<file path="config.mk">
export PLATFORM = sky130hd
export DESIGN_NAME = ac_motor_ramp_sequencer
export DESIGN_NICKNAME = d
export VERILOG_FILES = /design/src/rtl/ac_motor_pkg.sv /design/src/rtl/ac_motor_tick_gen.sv /design/src/rtl/ac_motor_ramp_sequencer.sv
export SDC_FILE = /design/constraint.sdc
export NUM_CORES = 1
export LEC_CHECK = 0
export ABC_AREA = 1
export CORE_MARGIN = 1
export CORE_UTILIZATION = 52
export CTS_BUF_LIST = sky130_fd_sc_hd__clkbuf_4 sky130_fd_sc_hd__clkbuf_8
export CTS_CLUSTER_DIAMETER = 30
export CTS_CLUSTER_SIZE = 20
export DETAILED_ROUTE_END_ITERATION = 8
export HOLD_SLACK_MARGIN = 0.12
export PLACE_DENSITY = 0.8
export REMOVE_ABC_BUFFERS = 1
export SETUP_SLACK_MARGIN = 0.3
export SLEW_MARGIN = 40
export SYNTH_ARGS = -nofsm -noshare
export SYNTH_HDL_FRONTEND = slang
export SYNTH_HIERARCHICAL = 1
export SYNTH_SLANG_ARGS = --single-unit
</file>
<file path="constraint.sdc">
create_clock -name CLK -period 6.9 [get_ports CLK]
set_input_delay 0.69 -clock CLK [delete_from_list [all_inputs] [get_ports CLK]]
set_output_delay 0.69 -clock CLK [all_outputs]
set_load 0.005 [all_outputs]
</file>
<file path="src/rtl/ac_motor_pkg.sv">
// Shared types and constants for the AC motor ramp sequencer.
// Latency: n/a (types only).
// Backpressure: n/a.
package ac_motor_pkg;

    localparam int RES_BITS_DEF = 12;

    localparam logic DIR_CW  = 1'b0;
    localparam logic DIR_CCW = 1'b1;

    typedef enum logic [2:0] {
        ST_IDLE    = 3'd0,
        ST_RAMP    = 3'd1,
        ST_RUN     = 3'd2,
        ST_REVERSE = 3'd3,
        ST_DEAD    = 3'd4,
        ST_FAULT   = 3'd5
    } state_t;

endpackage

</file>
<file path="src/rtl/ac_motor_tick_gen.sv">
// Free-running prescaler: TICK is high for one clock every STEP_DIV clocks.
// Latency: first TICK is seen on the STEP_DIV-th rising edge after RESET releases.
// Backpressure: none; runs continuously.
module ac_motor_tick_gen #(
    parameter int STEP_DIV = 1024
) (
    input  logic CLK,
    input  logic RESET,
    output logic TICK
);
    localparam int                CNT_W   = $clog2(STEP_DIV);
    localparam logic [CNT_W-1:0]  CNT_MAX = CNT_W'(STEP_DIV - 1);

    logic [CNT_W-1:0] cnt;

    always_ff @(posedge CLK or posedge RESET) begin
        if (RESET) begin
            cnt <= '0;
        end else if (cnt == CNT_MAX) begin
            cnt <= '0;
        end else begin
            cnt <= cnt + 1'b1;
        end
    end

    // Combinational so the sequencer steps on the same edge the count wraps.
    assign TICK = (cnt == CNT_MAX);

endmodule

</file>
<file path="src/rtl/ac_motor_ramp_sequencer.sv">
// AC motor soft start/stop, reversal and fault lockout; AC_MOTOR_DEADTIME_EN adds a dead band on reversal.
// Latency: all outputs registered, one clock from input to state change; POWER moves only on prescaler ticks.
// Backpressure: none; inputs are levels sampled every clock.
module ac_motor_ramp_sequencer
    import ac_motor_pkg::*;
#(
    parameter int resolution_bits = RES_BITS_DEF,
    parameter int STEP_DIV        = 1024,
    parameter int STEP_SIZE       = 1,
    parameter int DEADTIME        = 256
) (
    input  logic                       CLK,
    input  logic                       RESET,
    input  logic                       ENABLE,
    input  logic [resolution_bits-1:0] TARGET,
    input  logic                       DIR_REQ,
    input  logic                       FAULT_IN,
    output logic [resolution_bits-1:0] POWER,
    output logic                       CW,
    output logic                       CCW,
    output logic [2:0]                 STATE,
    output logic                       AT_TARGET,
    output logic                       BUSY
);
    localparam int         W      = resolution_bits;
    localparam logic [W:0] STEP_W = (W+1)'(STEP_SIZE);

    state_t       state_q, state_nxt;
    logic [W-1:0] power_q, power_nxt, eff, step_toward, step_down;
    logic [W:0]   pwr_w, eff_w, sum_up, diff_dn;
    logic         dir_q, dir_nxt, tick, drive, busy_nxt;
    logic         cw_q, ccw_q, at_target_q, busy_q;

`ifdef AC_MOTOR_DEADTIME_EN
    localparam int               DT_W    = $clog2(DEADTIME + 1);
    localparam logic [DT_W-1:0]  DT_LOAD = DT_W'(DEADTIME - 1);
    logic [DT_W-1:0] dead_q, dead_nxt;
`else
    logic unused_deadtime;
    assign unused_deadtime = (DEADTIME != 0);
`endif

    ac_motor_tick_gen #(.STEP_DIV(STEP_DIV)) u_tick (
        .CLK   (CLK),
        .RESET (RESET),
        .TICK  (tick)
    );

    // One extra bit of headroom so neither direction of step can wrap.
    assign eff     = ENABLE ? TARGET : '0;
    assign pwr_w   = {1'b0, power_q};
    assign eff_w   = {1'b0, eff};
    assign sum_up  = pwr_w + STEP_W;
    assign diff_dn = pwr_w - STEP_W;

    always_comb begin
        step_toward = eff;
        if (pwr_w < eff_w) begin
            if (sum_up < eff_w) step_toward = sum_up[W-1:0];
        end else if (pwr_w > eff_w + STEP_W) begin
            step_toward = diff_dn[W-1:0];
        end
        step_down = '0;
        if (pwr_w > STEP_W) step_down = diff_dn[W-1:0];
    end

    always_comb begin
        state_nxt = state_q;
        power_nxt = power_q;
        dir_nxt   = dir_q;
`ifdef AC_MOTOR_DEADTIME_EN
        dead_nxt  = dead_q;
`endif
        if (FAULT_IN) begin
            state_nxt = ST_FAULT;
            power_nxt = '0;
        end else begin
            case (state_q)
                ST_IDLE: begin
                    power_nxt = '0;
                    if (ENABLE && (TARGET != '0)) begin
                        dir_nxt   = DIR_REQ;
                        state_nxt = ST_RAMP;
                    end
                end
                ST_RAMP: begin
                    if (DIR_REQ != dir_q) begin
                        state_nxt = ST_REVERSE;
                    end else if (power_q == eff) begin
                        state_nxt = (eff != '0) ? ST_RUN : ST_IDLE;
                    end else if (tick) begin
                        power_nxt = step_toward;
                        if (step_toward == eff) state_nxt = (eff != '0) ? ST_RUN : ST_IDLE;
                    end
                end
                ST_RUN: begin
                    if (DIR_REQ != dir_q)   state_nxt = ST_REVERSE;
                    else if (eff != power_q) state_nxt = ST_RAMP;
                end
                ST_REVERSE: begin
                    if (tick) power_nxt = step_down;
                    if (power_nxt == '0) begin
`ifdef AC_MOTOR_DEADTIME_EN
                        state_nxt = ST_DEAD;
                        dead_nxt  = DT_LOAD;
`else
                        dir_nxt   = ~dir_q;
                        state_nxt = (eff == '0) ? ST_IDLE : ST_RAMP;
`endif
                    end
                end
`ifdef AC_MOTOR_DEADTIME_EN
                ST_DEAD: begin
                    power_nxt = '0;
                    if (dead_q == '0) begin
                        dir_nxt   = ~dir_q;
                        state_nxt = (eff == '0) ? ST_IDLE : ST_RAMP;
                    end else begin
                        dead_nxt = dead_q - 1'b1;
                    end
                end
`endif
                ST_FAULT: begin
                    power_nxt = '0;
                    if (!ENABLE) state_nxt = ST_IDLE;
                end
                default: begin
                    state_nxt = ST_IDLE;
                    power_nxt = '0;
                end
            endcase
        end
    end

    // Direction outputs follow the old latched direction until the swap.
    assign drive    = (state_nxt == ST_RAMP) || (state_nxt == ST_RUN) || (state_nxt == ST_REVERSE);
    assign busy_nxt = (state_nxt == ST_RAMP) || (state_nxt == ST_REVERSE) || (state_nxt == ST_DEAD);

    always_ff @(posedge CLK or posedge RESET) begin
        if (RESET) begin
            state_q     <= ST_IDLE;
            power_q     <= '0;
            dir_q       <= DIR_CW;
            cw_q        <= 1'b0;
            ccw_q       <= 1'b0;
            at_target_q <= 1'b0;
            busy_q      <= 1'b0;
`ifdef AC_MOTOR_DEADTIME_EN
            dead_q      <= '0;
`endif
        end else begin
            state_q     <= state_nxt;
            power_q     <= power_nxt;
            dir_q       <= dir_nxt;
            cw_q        <= drive && (dir_nxt == DIR_CW);
            ccw_q       <= drive && (dir_nxt == DIR_CCW);
            at_target_q <= (state_nxt == ST_RUN);
            busy_q      <= busy_nxt;
`ifdef AC_MOTOR_DEADTIME_EN
            dead_q      <= dead_nxt;
`endif
        end
    end

    assign POWER     = power_q;
    assign CW        = cw_q;
    assign CCW       = ccw_q;
    assign STATE     = state_q;
    assign AT_TARGET = at_target_q;
    assign BUSY      = busy_q;

endmodule

</file>
==> impl_metrics.json <==
{
  "p_per_area_nw_per_um2": 210.0,
  "leakagePower_uw": 0.002526,
  "routabilityCongestion": 0.9841,
  "drv_slew": 0,
  "seq_power_share_pct": 22.1,
  "grt_util_all_layers_pct": 32.01,
  "ctsHoldBuffers": 0,
  "cts_tree": "done",
  "peakVddDrop_mv": 0.1119,
  "rr_worst_depth": 30,
  "ant_nets": 0,
  "worst_slew_pin_slew_ns": 0.7510,
  "cap_viol_max_count": 0,
  "vias": 4860,
  "cts_resized": 0,
  "final-hold-violation-count": 0,
  "die_area_sq_um": 8817,
  "tns_ns": 0,
  "finalInstanceArea_sq_um": 4843,
  "worstPathArrival_ns": 5.81,
  "area_growth_pct": 10.29,
  "ys_warn_count": 6,
  "row_count": 33,
  "cp_slowest_cell": "clkdlybuf4s50_1",
  "min_period_ns": 5.632,
  "final_nets": 772,
  "seqCellArea_sq_um": 750.7,
  "ys.flop_type": "dfrtp_1",
  "postSynthCellCount": 694,
  "n_fill_cell": 783,
  "vias_per_cell": 5.920,
  "cp_max_fo": 16,
  "yosys_register_bits": 30,
  "worstSetupEndpointType": "flop",
  "fin_skew_ns": 0.006669,
  "drc": 0,
  "outcome": "completed",
  "grt_pass1_vias": 4394,
  "yosys.area.top_type": "dfrtp_1",
  "cts_setup_buffers": 0,
  "die_x_um": 93.90,
  "drt_iter0_drc": 530,
  "grt-ovfl-total": 0,
  "internal-power_uw": 504.4,
  "cp-start-kind": "input port",
  "p_clk_share_pct": 14.9,
  "coreArea_sq_um": 8175,
  "clk_pin_slew_worst_paths_ns": 0.07,
  "power_frac_comb_pct": 63.0,
  "synth_top_area_share_pct": 17.09,
  "avgSynthCellArea_sq_um": 6.328,
  "min_path_type": "flop to flop",
  "wl_per_cell_um": 16.42,
  "synth-seq-area-share_pct": 17.09,
  "cp.required_ns": 7.08,
  "path_class": "input port to flop",
  "cts.path.max_buffers": 2,
  "synth_edf_count": 0,
  "synthArstFlopShare_pct": 100.0,
  "die_h_um": 93.90,
  "drive_gt1_share_pct": 7.821,
  "final_core_util_pct": 59.24,
  "ios": 36,
  "p_sw_uw": 512.5,
  "num_antenna_cells": 0,
  "grt_max_degree": 25,
  "cts_num_sinks": 30,
  "max_freq_mhz": 177.6,
  "htree_num_levels": 2,
  "routed_wirelength_mm": 13.48,
  "grt_pass1_wl_mm": 21.78,
  "start_util_pct": 53.72,
  "cts_buffers": 5,
  "yosysMostFrequentCell": "nand2_1",
  "swShare_pct": 50.40,
  "hpwl_mm": 10.46,
  "synth_common_cells": "nand2_1 (163), nand3_1 (120), inv_1 (84), nor2_1 (57), ha_1 (40)",
  "setup_violations": 0,
  "ys_top_cells_by_area": "dfrtp_1 (17%), nand2_1 (14%), nand3_1 (14%)",
  "critPathMostFrequentCell": "nand2_1",
  "antenna_found_initial": 0,
  "multi_input_comb_area_sq_um": 3147,
  "synth.distinct_cells": 42,
  "rsz0062_at_grt": "false",
  "io_buffers": 35,
  "cts-root-buf": "clkbuf_8",
  "netlist_area_sq_um": 4392,
  "period_share_pct": 81.63,
  "place_area_sq_um": 4748,
  "drt-pass1-iter-count": 6,
  "clk_latency_ns": 0.29,
  "holdPathStages": 1,
  "cpPeakStageDelay_ns": 0.72,
  "slew_headroom_pct": 49.88
}
per-layer routing:
metal  up-vias  GRT usage [%]  part of all wire (%)
met5         -              0                     0
met1      2234          44.17                    44
met3        42          3.964                   7.7
li1       2346              -                     -
met2       238          48.78                    44
met4         0          16.03                   4.7
placed cells by master (no fill, tap or decap), types with 22 or more instances in the layout:
cell	n
clkdlybuf4s50_1	35
inv_1	83
nand2_1	163
nand3_1	120
ha_1	40
xor2_1	26
dfrtp_1	30
o21ai_0	22
a21oi_1	22
nor2_1	56
per-stage QoR:
| step | hold slack (ns) | std cells | setup slack (ns) | power (uW) |
|---|---|---|---|---|
| floorplan | 0.4625 | 670 | 2.777 | 660.7 |
| finish | 0.5463 | 821 | 1.268 | 1017 |
| global placement | 0.4844 | 813 | 1.193 | 839.1 |
| global route | 0.5695 | 821 | 0.8040 | 1099 |
| detailed placement | 0.5043 | 813 | 1.106 | 847.1 |
| CTS | 0.5439 | 821 | 1.375 | 1005 |
path summary, 6_finish.rpt:
| kind | from | end | slack [ns] |
|---|---|---|---|
| worst min register to register | u_tick/cnt[6] | u_tick/cnt[6] | 0.55 |
| worst max register to register | POWER[0] | CCW | 2.51 |
| max in group asynchronous | RESET | POWER[7] | 5.84 |
| worst min-delay path | u_tick/cnt[6] | u_tick/cnt[6] | 0.55 |
| min in group asynchronous | RESET | u_tick/cnt[9] | 0.73 |
| worst max-delay path | ENABLE | CCW | 1.27 |
worst max-delay path: cells and delay by family:
family / cells / cell delay (ns)
buf+inv: 3 / 0.83
compound gates: 1 / 0.15
simple gates: 25 / 3.70
xor+xnor: 1 / 0.17
fa+ha+maj: 1 / 0.27
final cells by class:
cell class / instances / area share, %
clock buffer: 7 / 1.860
clock inverter: 1 / 0.1033
inverter: 92 / 7.156
multi-input combinational: 548 / 64.97
sequential: 30 / 15.50
tap: 105 / 2.712
timing repair buffer: 38 / 7.698
flip-flops by register name, indices dropped and copies added (netlist names):
signal      count
AT_TARGET       1
BUSY            1
CCW             1
CW              1
POWER          12
STATE           3
dir_q           1
u_tick/cnt     10
cell families (layout without fill, tap and decap cells):
family          Yosys count  after routing  share of synthesized area, %
xor+xnor                 30             30                         6.154
flops                    30             30                         17.09
buf+inv                 116            138                         11.31
fa+ha+maj                40             40                         11.40
simple gates            402            402                         43.48
compound gates           76             76                         10.57
power groups by stage:
stage	Clock [uW]	Combinational [uW]	Sequential, uW
detailed placement	0	620	227
floorplan	0	443	218
finish	152	641	224
global route	164	709	226
CTS	156	625	224
global placement	0	613	226
Note: power is estimated with default switching activity, not from simulation.
==> RTL edit 1, RTL diff (config.mk and constraints unchanged) <==
Add an input register stage for `ENABLE`, `TARGET`, `DIR_REQ` and `FAULT_IN`, with the module's reset; this delays them by one clock.
--- a/src/rtl/ac_motor_ramp_sequencer.sv
+++ b/src/rtl/ac_motor_ramp_sequencer.sv
@@ -26,4 +26,23 @@
     localparam logic [W:0] STEP_W = (W+1)'(STEP_SIZE);
 
+    logic ENABLE_q;
+    logic [resolution_bits-1:0] TARGET_q;
+    logic DIR_REQ_q;
+    logic FAULT_IN_q;
+
+    always_ff @(posedge CLK or posedge RESET) begin
+        if (RESET) begin
+            ENABLE_q   <= '0;
+            TARGET_q   <= '0;
+            DIR_REQ_q  <= '0;
+            FAULT_IN_q <= '0;
+        end else begin
+            ENABLE_q   <= ENABLE;
+            TARGET_q   <= TARGET;
+            DIR_REQ_q  <= DIR_REQ;
+            FAULT_IN_q <= FAULT_IN;
+        end
+    end
+
     state_t       state_q, state_nxt;
     logic [W-1:0] power_q, power_nxt, eff, step_toward, step_down;
@@ -48,5 +67,5 @@
 
     // One extra bit of headroom so neither direction of step can wrap.
-    assign eff     = ENABLE ? TARGET : '0;
+    assign eff     = ENABLE_q ? TARGET_q : '0;
     assign pwr_w   = {1'b0, power_q};
     assign eff_w   = {1'b0, eff};
@@ -72,5 +91,5 @@
         dead_nxt  = dead_q;
 `endif
-        if (FAULT_IN) begin
+        if (FAULT_IN_q) begin
             state_nxt = ST_FAULT;
             power_nxt = '0;
@@ -79,11 +98,11 @@
                 ST_IDLE: begin
                     power_nxt = '0;
-                    if (ENABLE && (TARGET != '0)) begin
-                        dir_nxt   = DIR_REQ;
+                    if (ENABLE_q && (TARGET_q != '0)) begin
+                        dir_nxt   = DIR_REQ_q;
                         state_nxt = ST_RAMP;
                     end
                 end
                 ST_RAMP: begin
-                    if (DIR_REQ != dir_q) begin
+                    if (DIR_REQ_q != dir_q) begin
                         state_nxt = ST_REVERSE;
                     end else if (power_q == eff) begin
@@ -95,5 +114,5 @@
                 end
                 ST_RUN: begin
-                    if (DIR_REQ != dir_q)   state_nxt = ST_REVERSE;
+                    if (DIR_REQ_q != dir_q)   state_nxt = ST_REVERSE;
                     else if (eff != power_q) state_nxt = ST_RAMP;
                 end
@@ -123,5 +142,5 @@
                 ST_FAULT: begin
                     power_nxt = '0;
-                    if (!ENABLE) state_nxt = ST_IDLE;
+                    if (!ENABLE_q) state_nxt = ST_IDLE;
                 end
                 default: begin
Behaviour: not the same (a bounded check fails within 4 cycles, from zero or initial values and one cycle with RESET high).
==> RTL edit 1 against the original RTL <==
- sequential cell count rose by 15
- total power rose by 21%
- clock power grew 41%
- clock skew is 0.0073 ns higher
- wire length is 0.17% lower
- worst setup slack improved by 0.53 ns
- cell area rose by 4.7%
- synthesized cell count increased by 0.58%
- combinational power grew 6.6%
- synthesized area rose by 4.5%
- first-iteration DRC count shrank 21%
- critical path type is now reg -> reg
- largest cell class unchanged
- largest power group unchanged
==> RTL edit 1: results (changes against the original RTL) <==
status complete, no violations (unchanged); worst flop-to-flop path startpoint ENABLE_q (was POWER[0]); distinct cell type count after synthesis 35 (was 42); Register-to-Register Setup Slack 1.80 ns (was 2.51 ns); Static Leak 2.62 nW (was 2.53 nW); source of the worst hold timing path u_tick/cnt[9] (was u_tick/cnt[6]); Detailed Route Iter0 Violations 417 (was 530); list of most frequent post-synthesis cells 169 x sky130_fd_sc_hd__nand2_1, 123 x sky130_fd_sc_hd__nand3_1, 81 x sky130_fd_sc_hd__inv_1, 56 x sky130_fd_sc_hd__nor2_1, 45 x sky130_fd_sc_hd__dfrtp_1 (was 163 x sky130_fd_sc_hd__nand2_1, 120 x sky130_fd_sc_hd__nand3_1, 84 x sky130_fd_sc_hd__inv_1, 57 x sky130_fd_sc_hd__nor2_1, 40 x sky130_fd_sc_hd__ha_1); final weighted congestion in routability-driven placement 0.969 (was 0.984); worst voltage drop across the vdd grid 0.127 mV (was 0.112 mV); worst reg2reg path endpoint CW (was CCW); startpoint kind of the worst setup timing path register (was primary input); clock-pin slew on the worst setup and hold paths 0.10 ns (was 0.07 ns); share of post-route cells with drive strength above 1 6.26% (was 7.82%); vias after detailed routing 4847 (was 4860); sequential element share of the synthesized area 24.5% (was 17.1%); Nets 775 (was 772); slew at the pin closest to its max-slew limit 0.753 ns (was 0.751 ns); Max Fanout on Critical Path 14 (was 16); Pre-Repair DR Iteration Count 8 (was 6); final worst path period need 5.10 ns (was 5.63 ns); Slowest-stage cell, CP sky130_fd_sc_hd__dfrtp_1 (was sky130_fd_sc_hd__clkdlybuf4s50_1); first-pass GRT wire length 21700 µm (was 21800 µm); Filler Cells Inserted 808 (was 783); biggest area contributors in the synthesized netlist sky130_fd_sc_hd__dfrtp_1 25%, sky130_fd_sc_hd__nand2_1 14%, sky130_fd_sc_hd__nand3_1 13% (was sky130_fd_sc_hd__dfrtp_1 17%, sky130_fd_sc_hd__nand2_1 14%, sky130_fd_sc_hd__nand3_1 14%); cell count of the worst reg-to-reg path 28 (was 30); internal power contribution 0.636 mW (was 0.504 mW); clock latency reported for the late side of the worst-skew pair 0.32 ns (was 0.29 ns); depth of the worst hold-timing path 2 (was 1)
==> RTL edit 1: power by group through the flow <==
stage | registers, mW | clock network, mW | logic (mW)
finish | 0.328 | 0.215 | 0.683
global placement | 0.332 | 0 | 0.651
CTS | 0.327 | 0.216 | 0.668
detailed placement | 0.331 | 0 | 0.665
global route | 0.331 | 0.226 | 0.763
floorplan | 0.321 | 0 | 0.476
==> RTL edit 1: worst max-delay path by stage <==
stage	start	to	depth (start not counted)
finish	ENABLE_q	CW	28
global route	ENABLE_q	CW	28
CTS	ENABLE_q	CW	30
detailed placement	ENABLE_q	CW	30
global placement	ENABLE_q	CCW	29
floorplan	ENABLE_q	CCW	30
==> RTL edit 1: cell families after synthesis <==
family          after synthesis  synth area share, %
flops                        45                 24.5
xor+xnor                     28                 5.51
compound gates               75                 9.24
simple gates                399                 40.0
fa+ha+maj                    39                 10.6
buf+inv                     112                 10.1
==> RTL edit 1: cell type report <==
class,count,share of cell area [%]
Clock buffer,5,1.36
Inverter,89,6.61
Timing Repair Buffer,37,7.21
Multi-Input combinational cell,541,59.3
Sequential cell,45,22.2
Tap cell,105,2.59
Clock inverter,2,0.765
==> RTL edit 1: worst min-delay path, delay by kind of cell (launching register included) <==
| kind | cells | cell delay [ns] |
|---|---|---|
| simple gates | 1 | 0.07 |
| compound gates | 1 | 0.05 |
| flops | 1 | 0.36 |
==> RTL edit 1: metrics by stage <==
stage                     hold WS, ns  utilization, %  instance area (µm²)  instances
after CTS                       0.512            60.4                 5060        824
after global routing            0.540            60.5                 5070        824
after global placement          0.471            59.1                 4960        817
after floorplan                 0.446               -                 4460        675
after detailed placement        0.488            59.1                 4960        817
final                           0.509            60.5                 5070        824
==> RTL edit 1: layer usage <==
metal / routed length, µm / GRT usage, %
met1: 5570 / 38.1
met2: 6400 / 53.2
met3: 1080 / 5.06
met4: 411 / 15.0
met5: 0 / 0
==> RTL edit 2, RTL diff (same flow settings) <==
Made on the original files. Add a define of `AC_MOTOR_DEADTIME_EN`.
--- a/src/rtl/ac_motor_ramp_sequencer.sv
+++ b/src/rtl/ac_motor_ramp_sequencer.sv
@@ -2,4 +2,6 @@
 // Latency: all outputs registered, one clock from input to state change; POWER moves only on prescaler ticks.
 // Backpressure: none; inputs are levels sampled every clock.
+`define AC_MOTOR_DEADTIME_EN
+
 module ac_motor_ramp_sequencer
     import ac_motor_pkg::*;
Function: changed (Yosys sat finds a counterexample within 4 cycles, from zero or initial values and one cycle with RESET high).
==> RTL edit 2 against the original RTL <==
- final cell count grew 7.7%
- clock power grew 29%
- cell area grew 12%
- wire length grew 11%
- synthesized area grew 12%
- clock skew shrank 0.00053 ns
- total power grew 9.5%
- register-to-register slack lost 0.19 ns
- sequential cell count grew 9
- sequential power grew 38%
- worst setup slack gained 0.094 ns
- largest power group unchanged
==> RTL edit 2: results (changes against the original RTL) <==
status complete, no violations (unchanged); relative area of non-clock buffer cells in the final design 6.73% (was 7.70%); sequential share of cell area 18.0% (was 15.5%); Detailed Route Iter0 Violations 451 (was 530); synthesized flop and latch total 39 (was 30); Max Fanout on Critical Path 18 (was 16); total placed instance area 5310 µm² (was 4750 µm²); average wire per standard cell 16.9 µm (was 16.4 µm); first-pass GRT wire length 24100 µm (was 21800 µm); Post-Route Skew 0.00614 ns (was 0.00667 ns); post-synthesis share of cell area spent on full adders, half adders and majority gates 10.4% (was 11.4%); via count of the first global-routing pass 4961 (was 4394); Filler Cells Inserted 896 (was 783); Syn Area/Cell 6.59 µm² (was 6.33 µm²); number of placed instances, taps included 876 (was 813); Final HPWL DP 11500 µm (was 10500 µm); share of post-route cells with drive strength above 1 9.83% (was 7.82%); fraction of the core area covered by cells at the end of the flow 59.0% (was 59.2%); Clock-cell share 2.17% (was 1.96%); tightest slew margin relative to the limit 46.9% (was 49.9%); worst setup slack before clock tree synthesis 1.20 ns (was 1.11 ns); Nets 830 (was 772); total combinational power 0.609 mW (was 0.641 mW); Synth Area in XOR/XNOR 5.83% (was 6.15%); sequential element share of the synthesized area 19.8% (was 17.1%); part of the power in registers 27.8% (was 22.1%); distinct cell type count after synthesis 45 (was 42); Die Span X 99.4 µm (was 93.9 µm); Pre-Repair DR Iteration Count 5 (was 6); non-filler cells in the finished layout 884 (was 821); depth of the worst hold-timing path 2 (was 1); worst voltage drop across the vdd grid 0.206 mV (was 0.112 mV); share of cell area taken by multi-input logic gates 63.9% (was 65.0%); number of buffers created by CTS 5 (unchanged); final weighted congestion in routability-driven placement 1.02 (was 0.984); delay contributed by the slowest stage of the critical path 0.89 ns (was 0.72 ns); fraction of registers with async set or reset after synthesis 100% (unchanged); Compound-Gate Fraction of Synth Area 9.89% (was 10.6%); layout clock buffer count 6 (was 7); Logic inverters 95 (was 92)
RTL edit 2: routing by layer:
metal	vias to the layer above	share of wire [%]	global-route usage [%]
met5	-	0	0
met4	0	3.2	10.6
met3	43	7.7	4.92
met2	241	45	49.0
met1	2475	44	42.5
li1	2530	-	-
RTL edit 2: tightest hold or removal path, cell delays in order (launching register included):
cell                      delay [ns]
sky130_fd_sc_hd__dfrtp_1        0.35
sky130_fd_sc_hd__a21oi_1        0.05
sky130_fd_sc_hd__nor2_1         0.07
RTL edit 2: path summary, 6_finish.rpt:
path,start,endpoint,slack (ns)
max in group asynchronous,RESET,POWER[2],5.69
max reg2reg,POWER[0],CW,2.32
min reg2reg,u_tick/cnt[9],u_tick/cnt[9],0.51
min in group asynchronous,RESET,u_tick/cnt[2],0.72
min,u_tick/cnt[9],u_tick/cnt[9],0.51
max,ENABLE,CW,1.36
